`config.mk`:
```
export PLATFORM = sky130hd
export DESIGN_NAME = exec_mul_ctrl_flat
export DESIGN_NICKNAME = d
export VERILOG_FILES = /design/src/rtl/exec_mul_pkg.sv /design/src/rtl/exec_mul_ctrl_if.sv /design/src/rtl/mul_step.sv /design/src/rtl/exec_mul_ctrl.sv /design/src/flat_wrapper.sv
export SDC_FILE = /design/constraint.sdc
export NUM_CORES = 1
export LEC_CHECK = 0
export CORE_UTILIZATION = 40
export CTS_CLUSTER_DIAMETER = 60
export DETAILED_ROUTE_END_ITERATION = 8
export PLACE_DENSITY = 0.71
export SLEW_MARGIN = 30
export SYNTH_ARGS = -nofsm -noshare
export SYNTH_HDL_FRONTEND = slang
export SYNTH_HIERARCHICAL = 1
export SYNTH_SLANG_ARGS = --single-unit
```
`constraint.sdc`:
```
create_clock -name clk -period 9.7 [get_ports clk]
set_input_delay 2.425 -clock clk [delete_from_list [all_inputs] [get_ports clk]]
set_output_delay 2.425 -clock clk [all_outputs]
set_load 0.01 [all_outputs]
```
`src/rtl/exec_mul_pkg.sv`:
```
// Shared types and constants for the execute-stage multiply sequencer.
//   mul_state_t   : controller FSM state (IDLE / RUN / DONE)
//   MUL_DEFAULT_N : default operand width
package exec_mul_pkg;

  localparam int MUL_DEFAULT_N = 64;

  typedef enum logic [1:0] {
    IDLE = 2'd0,
    RUN  = 2'd1,
    DONE = 2'd2
  } mul_state_t;

endpackage

```
`src/rtl/exec_mul_ctrl_if.sv`:
```
// Request/result bundle between the EX stage and the multiply sequencer.
//   master : EX side; drives start_E, hi_sel_E, opA_E, opB_E, flush_E and
//            result_ready; observes stall_E, busy, result_valid and result.
//   slave  : the sequencer (exec_mul_ctrl).
// Handshake: result_valid/result are held stable until result_ready is seen
// high while result_valid is high; that cycle is the transfer and the
// sequencer returns to IDLE on the following edge. result_valid never waits
// on result_ready to rise.
interface exec_mul_ctrl_if
  import exec_mul_pkg::*;
#(
  parameter int N = MUL_DEFAULT_N
);

  logic         start_E;
  logic         hi_sel_E;
  logic [N-1:0] opA_E;
  logic [N-1:0] opB_E;
  logic         flush_E;
  logic         result_ready;
  logic         stall_E;
  logic         busy;
  logic         result_valid;
  logic [N-1:0] result;

  modport master (
    output start_E, hi_sel_E, opA_E, opB_E, flush_E, result_ready,
    input  stall_E, busy, result_valid, result
  );

  modport slave (
    input  start_E, hi_sel_E, opA_E, opB_E, flush_E, result_ready,
    output stall_E, busy, result_valid, result
  );

endinterface

```
`src/rtl/mul_step.sv`:
```
// One radix-2 shift-add iteration of the unsigned multiply loop.
//   acc, mplier   : current upper/lower halves of the partial product
//   mcand         : multiplicand
//   acc_next,
//   mplier_next   : halves after conditional add and a 1-bit right shift of
//                   {carry, acc, mplier}
module mul_step #(
  parameter int N = 64
) (
  input  logic [N-1:0] acc,
  input  logic [N-1:0] mplier,
  input  logic [N-1:0] mcand,
  output logic [N-1:0] acc_next,
  output logic [N-1:0] mplier_next
);

  logic [N:0] sum;

  // The carry out of the add lands in acc's MSB after the shift, so the full
  // 2N-bit product never overflows.
  always_comb begin
    sum         = {1'b0, acc} + (mplier[0] ? {1'b0, mcand} : {(N+1){1'b0}});
    acc_next    = sum[N:1];
    mplier_next = {sum[0], mplier[N-1:1]};
  end

endmodule

```
`src/rtl/exec_mul_ctrl.sv`:
```
// Multi-cycle 64x64 unsigned multiply sequencer (MUL / UMULH) for EX.
// Holds the pipeline via stall_E until the selected product half is taken.
//   clk, reset : clock and asynchronous active-high reset
//   mul        : request/result bundle (exec_mul_ctrl_if.slave)
//   state_dbg  : current FSM state, for observation only
// Optional build macro EXEC_MUL_ZERO_SKIP_EN: a zero operand skips the
// shift-add loop and reaches DONE one cycle after issue.
module exec_mul_ctrl
  import exec_mul_pkg::*;
#(
  parameter int N = MUL_DEFAULT_N
) (
  input  logic              clk,
  input  logic              reset,
  exec_mul_ctrl_if.slave    mul,
  output mul_state_t        state_dbg
);

  localparam int CW = $clog2(N);
  localparam logic [CW-1:0] CNT_LAST = CW'(N - 1);

  mul_state_t    state;
  mul_state_t    state_next;
  logic [N-1:0]  acc;
  logic [N-1:0]  mcand;
  logic [N-1:0]  mplier;
  logic [CW-1:0] cnt;
  logic          hi_sel_q;
  logic [N-1:0]  acc_step;
  logic [N-1:0]  mplier_step;
  logic          issue;
  logic          zero_op;

  assign issue = mul.start_E & ~mul.flush_E;

`ifdef EXEC_MUL_ZERO_SKIP_EN
  assign zero_op = (mul.opA_E == '0) | (mul.opB_E == '0);
`else
  assign zero_op = 1'b0;
`endif

  mul_step #(.N(N)) u_step (
    .acc         (acc),
    .mplier      (mplier),
    .mcand       (mcand),
    .acc_next    (acc_step),
    .mplier_next (mplier_step)
  );

  always_ff @(posedge clk or posedge reset) begin
    if (reset) state <= IDLE;
    else       state <= state_next;
  end

  // Next state and outputs. A flush in RUN/DONE drops stall and valid in the
  // same cycle so the squashed instruction cannot complete a handshake.
  always_comb begin
    state_next       = state;
    mul.stall_E      = 1'b0;
    mul.result_valid = 1'b0;
    mul.result       = '0;
    unique case (state)
      IDLE: begin
        if (issue) begin
          mul.stall_E = 1'b1;
          state_next  = zero_op ? DONE : RUN;
        end
      end
      RUN: begin
        if (mul.flush_E) begin
          state_next = IDLE;
        end else begin
          mul.stall_E = 1'b1;
          if (cnt == CNT_LAST) state_next = DONE;
        end
      end
      DONE: begin
        if (mul.flush_E) begin
          state_next = IDLE;
        end else begin
          mul.result_valid = 1'b1;
          mul.result       = hi_sel_q ? acc : mplier;
          mul.stall_E      = ~mul.result_ready;
          if (mul.result_ready) state_next = IDLE;
        end
      end
      default: state_next = IDLE;
    endcase
  end

  assign mul.busy  = (state != IDLE);
  assign state_dbg = state;

  // Datapath registers; {acc, mplier} becomes the product after N steps.
  always_ff @(posedge clk or posedge reset) begin
    if (reset) begin
      acc      <= '0;
      mcand    <= '0;
      mplier   <= '0;
      cnt      <= '0;
      hi_sel_q <= 1'b0;
    end else begin
      unique case (state)
        IDLE: begin
          if (issue) begin
            acc      <= '0;
            mcand    <= mul.opA_E;
            mplier   <= zero_op ? '0 : mul.opB_E;
            cnt      <= '0;
            hi_sel_q <= mul.hi_sel_E;
          end
        end
        RUN: begin
          if (!mul.flush_E) begin
            acc    <= acc_step;
            mplier <= mplier_step;
            cnt    <= cnt + CW'(1);
          end
        end
        default: ;
      endcase
    end
  end

endmodule

```
`src/flat_wrapper.sv`:
```
// flat-port wrapper written by rule: the top's interface ports become plain ports
module exec_mul_ctrl_flat import exec_mul_pkg::*;
#(
  parameter int N = MUL_DEFAULT_N
)
  (clk, reset, state_dbg, mul_start_E, mul_hi_sel_E, mul_opA_E, mul_opB_E, mul_flush_E, mul_result_ready, mul_stall_E, mul_busy, mul_result_valid, mul_result);
  exec_mul_ctrl_if #(.N(N)) mul_i ();
  input  logic clk;
  input  logic reset;
  output mul_state_t state_dbg;
  input wire logic [$bits(mul_i.start_E)-1:0] mul_start_E;
  input wire logic [$bits(mul_i.hi_sel_E)-1:0] mul_hi_sel_E;
  input wire logic [$bits(mul_i.opA_E)-1:0] mul_opA_E;
  input wire logic [$bits(mul_i.opB_E)-1:0] mul_opB_E;
  input wire logic [$bits(mul_i.flush_E)-1:0] mul_flush_E;
  input wire logic [$bits(mul_i.result_ready)-1:0] mul_result_ready;
  output wire logic [$bits(mul_i.stall_E)-1:0] mul_stall_E;
  output wire logic [$bits(mul_i.busy)-1:0] mul_busy;
  output wire logic [$bits(mul_i.result_valid)-1:0] mul_result_valid;
  output wire logic [$bits(mul_i.result)-1:0] mul_result;
  assign mul_i.start_E = mul_start_E;
  assign mul_i.hi_sel_E = mul_hi_sel_E;
  assign mul_i.opA_E = mul_opA_E;
  assign mul_i.opB_E = mul_opB_E;
  assign mul_i.flush_E = mul_flush_E;
  assign mul_i.result_ready = mul_result_ready;
  assign mul_stall_E = mul_i.stall_E;
  assign mul_busy = mul_i.busy;
  assign mul_result_valid = mul_i.result_valid;
  assign mul_result = mul_i.result;
  exec_mul_ctrl #(.N(N)) u_core (.clk(clk), .reset(reset), .mul(mul_i), .state_dbg(state_dbg));
endmodule
```
==> summary.txt <==
Timing
  – Final hold viol count: 0
  – Slew of the pin with the lowest slew margin: 0.9149 ns
  – Highest Clock Rate: 136.9 MHz
  – Setup repair after global routing missed its margin: no
  – Max-slew violation total from the final report: 0
  – Final count of negative-setup-slack endpoints: 0
  – Worst Setup Slack, final: 2.395 ns
  – Aggregate negative setup slack: 0 ns
  – Final period util: 0.7531
  – Worst slew slack as a fraction of its limit: 0.3863
  – Final Skew: 0.01252 ns
  – Time the final worst path needs with I/O delays and setup: 7.305 ns

CTS
  – H-tree levels: 1
  – Clock transition at the register clock pins on the worst setup and hold paths after CTS: 0.06 ns
  – Master cell of the clock root buffer: sky130_fd_sc_hd__clkbuf_16
  – Number of instances resized during post-cts repair: 0
  – Number of buffers added for setup after CTS: 0
  – Source-to-sink clock delay at the later pin of the worst-skew pair: 0.53 ns
  – Number of buffers added by the clock tree synthesis step: 26
  – Clock tree buffer depth: 3
  – # clock sinks: 201
  – Number of hold buffers added after CTS: 0
  – CTS tree: yes

Synth
  – Number of enable flip-flop cells after synthesis: 0
  – Synth top area share: 0.3552
  – Count of yosys warnings during synthesis: 6
  – Largest cells by area after synthesis: sky130_fd_sc_hd__dfrtp_1 (36%), sky130_fd_sc_hd__mux2_2 (9.5%), sky130_fd_sc_hd__nand2_1 (7.5%)
  – Cell taking the most area after synthesis: sky130_fd_sc_hd__dfrtp_1
  – Synth Net Count: 1,762
  – Share of the yosys chip area belonging to registers: 0.3552
  – Count of different cell masters after synthesis: 69
  – Synth Register Bits: 201
  – Most used DFF post-synth: sky130_fd_sc_hd__dfrtp_1
  – Mapped cell area: 0.01416 mm^2
  – Avg Inst Size Synth: 9.064 um^2
  – Post-synthesis async set-or-reset flop share: 1.000
  – Syn Inst Count: 1,562

Worst setup path
  – Arrival time at the worst endpoint: 4.88 ns
  – Delay of the slowest cell on the worst path: 0.78 ns
  – Capturing element of the worst setup path: mul_result[16]
  – Worst-path fanout max: 36
  – CP Capture Type: primary output
  – Critical Path RT: 7.28 ns
  – Worst flop-to-flop path startpoint: u_core/mplier[0]
  – Crit path from: mul_flush_E
  – Reg2Reg Capture Point: u_core/acc[63]
  – CP max stage cell: sky130_fd_sc_hd__or3_2
  – Nature of the critical path startpoint: primary input
  – Register-to-Register Setup Slack: 4.47 ns
  – Cells on worst reg2reg path: 16
  – Crit path top cell by count: sky130_fd_sc_hd__clkdlybuf4s50_1
  – Kind of critical path: in2out
  – Critical path, cell by cell: clkdlybuf4s50_1 > or3_2 > buf_4 > nor2_1 > clkdlybuf4s50_1

Global routing
  – Tot GR Track Use: 0.1923
  – Vias in the first global route: 11,100
  – Antenna violations before repair: 0
  – Wire length of the first global-routing pass: 56.93 mm
  – Total grt overflow: 0
  – Maximum number of pins on one net before global-route repair: 128

Drt
  – Total number of vias: 11,060
  – TritonRoute pass-1 iters: 5
  – Routed wire per std cell: 16.48 um
  – Number of vias per cell after detailed routing: 5.208
  – Final Routed Wirelength: 35.01 mm
  – DRC errors left: 0
  – Antenna violation net count after detailed routing: 0
  – DR iter-0 viols: 687

Final layout
  – Final layout net count: 1,851
  – Synthesis-to-layout area growth: 19.71%
  – Fraction of layout cells with a size suffix above 1: 0.1216
  – Antenna diodes: 0

Worst hold path
  – Cell depth of the worst min-delay path: 2
  – Hold Path Class: reg2reg

Floorplan
  – Std-Cell Core Area: 0.03471 mm^2
  – Placement row count: 68
  – Area enclosed by the die boundary: 0.03615 mm^2
  – Height of the die: 190.1 um
  – Die X: 190.1 um
  – Top-Level Pins: 203
  – Starting density of the core: 0.4079

Pwr
  – Leakage power of the design: 8.104 nW
  – P per Cell Area: 199.5 mW/mm^2
  – Worst voltage drop across the vdd grid: 0.0001248 V

Job
  – Max cap viols: 0

Place
  – Port Buf Inserts: 202
  – DP HPWL: 24.71 mm
  – Post-Place Setup Slack: 2.361 ns
  – Final GP Congestion: 0.8376

Outcome
  – Result of the run: finished, final reports clean
[synth_stat cells, types with 12 or more instances]
library cell / n
sky130_fd_sc_hd__nand2_1: 282
sky130_fd_sc_hd__dfrtp_1: 201
sky130_fd_sc_hd__mux2_2: 119
sky130_fd_sc_hd__nor2_1: 101
sky130_fd_sc_hd__mux2i_1: 96
sky130_fd_sc_hd__a21oi_1: 75
sky130_fd_sc_hd__and2_1: 68
sky130_fd_sc_hd__a21o_1: 67
sky130_fd_sc_hd__ha_1: 65
sky130_fd_sc_hd__buf_4: 64
sky130_fd_sc_hd__inv_1: 47
sky130_fd_sc_hd__clkbuf_1: 46
sky130_fd_sc_hd__buf_2: 37
sky130_fd_sc_hd__o21ai_0: 37
sky130_fd_sc_hd__xnor2_1: 35
sky130_fd_sc_hd__and4_1: 34
sky130_fd_sc_hd__xor2_1: 26
sky130_fd_sc_hd__nand4_1: 14
sky130_fd_sc_hd__o21ai_1: 13
sky130_fd_sc_hd__nand3_1: 12
[final cells by class]
type,instances,area [um^2]
clock buffers,32,714.4
clock inverters,14,216.5
fillers,3255,17760
inverters,47,188.9
multi-input cells,1160,8099
flip-flops and latches,201,5034
well taps,455,569.3
repair buffers,215,2127
[logic make-up after synthesis]
family,count (synthesis),synth area share
multiplexers,225,0.1731
AO/OA/AOI/OAI,253,0.1175
buffers and inverters,201,0.07459
XOR/XNOR,61,0.03773
flip-flops,201,0.3552
adder cells (fa/ha/maj),66,0.05885
AND/OR/NAND/NOR,555,0.1829
[stage by stage]
stage	std cells	instance area, um^2	power, mW	hold slack, ns	utilization
after floorplan	1562	14160	2.155	0.4374	-
after detailed placement	2078	16010	2.356	0.4542	0.4612
after CTS	2124	16940	3.415	0.4691	0.4880
after global placement	2078	16010	2.332	0.4516	0.4611
after global routing	2124	16950	3.598	0.4807	0.4883
final	2124	16950	3.381	0.4655	0.4883
[registers in the layout, indices dropped and copies added (netlist names)]
signal	flops
u_core/acc	64
u_core/cnt	6
u_core/hi_sel_q	1
u_core/mcand	64
u_core/mplier	64
u_core/state_dbg	2
[report_power, final]
part	leakage, nW	switching (mW)	internal [mW]
logic	5.12	0.592	0.546
clock network	0.453	0.373	0.657
registers	2.53	0.175	1.04
total	8.10	1.14	2.24
[layer usage]
layer / vias to the layer above / share of wire / GRT usage
met5: - / 0 / 0
met1: 5281 / 0.47 / 0.2687
met2: 255 / 0.47 / 0.3213
li1: 5484 / - / -
met3: 42 / 0.038 / 0.01734
met4: 0 / 0.021 / 0.04400
[worst min-delay path by stage]
stage / slack [ns] / startpoint / end
finish: 0.47 / u_core/mcand[8] / u_core/mcand[8]
global route: 0.48 / u_core/mcand[7] / u_core/mcand[7]
CTS: 0.47 / u_core/mcand[12] / u_core/mcand[12]
detailed placement: 0.45 / u_core/mcand[26] / u_core/mcand[26]
global placement: 0.45 / u_core/mcand[1] / u_core/mcand[1]
floorplan: 0.44 / u_core/mcand[0] / u_core/mcand[0]
[placed cells by master (no fill, tap or decap), types with 11 or more instances in the layout]
cell and count:
sky130_fd_sc_hd__nand2_1 282, sky130_fd_sc_hd__clkdlybuf4s50_1 202, sky130_fd_sc_hd__dfrtp_1 200, sky130_fd_sc_hd__mux2_2 119
sky130_fd_sc_hd__nor2_1 101, sky130_fd_sc_hd__mux2i_1 96, sky130_fd_sc_hd__a21oi_1 75, sky130_fd_sc_hd__and2_1 68
sky130_fd_sc_hd__a21o_1 67, sky130_fd_sc_hd__ha_1 65, sky130_fd_sc_hd__inv_1 45, sky130_fd_sc_hd__o21ai_0 37
sky130_fd_sc_hd__xnor2_1 35, sky130_fd_sc_hd__and4_1 34, sky130_fd_sc_hd__clkbuf_16 27, sky130_fd_sc_hd__xor2_1 26
sky130_fd_sc_hd__nand4_1 14, sky130_fd_sc_hd__nand3_1 12, sky130_fd_sc_hd__o21ai_1 12, sky130_fd_sc_hd__buf_4 11
[worst max-delay path, delay by kind of cell]
family,cells,cell delay [ns]
buffers and inverters,3,1.48
and+or+nand+nor,2,0.95
Note: power is estimated with default switching activity, not from simulation.
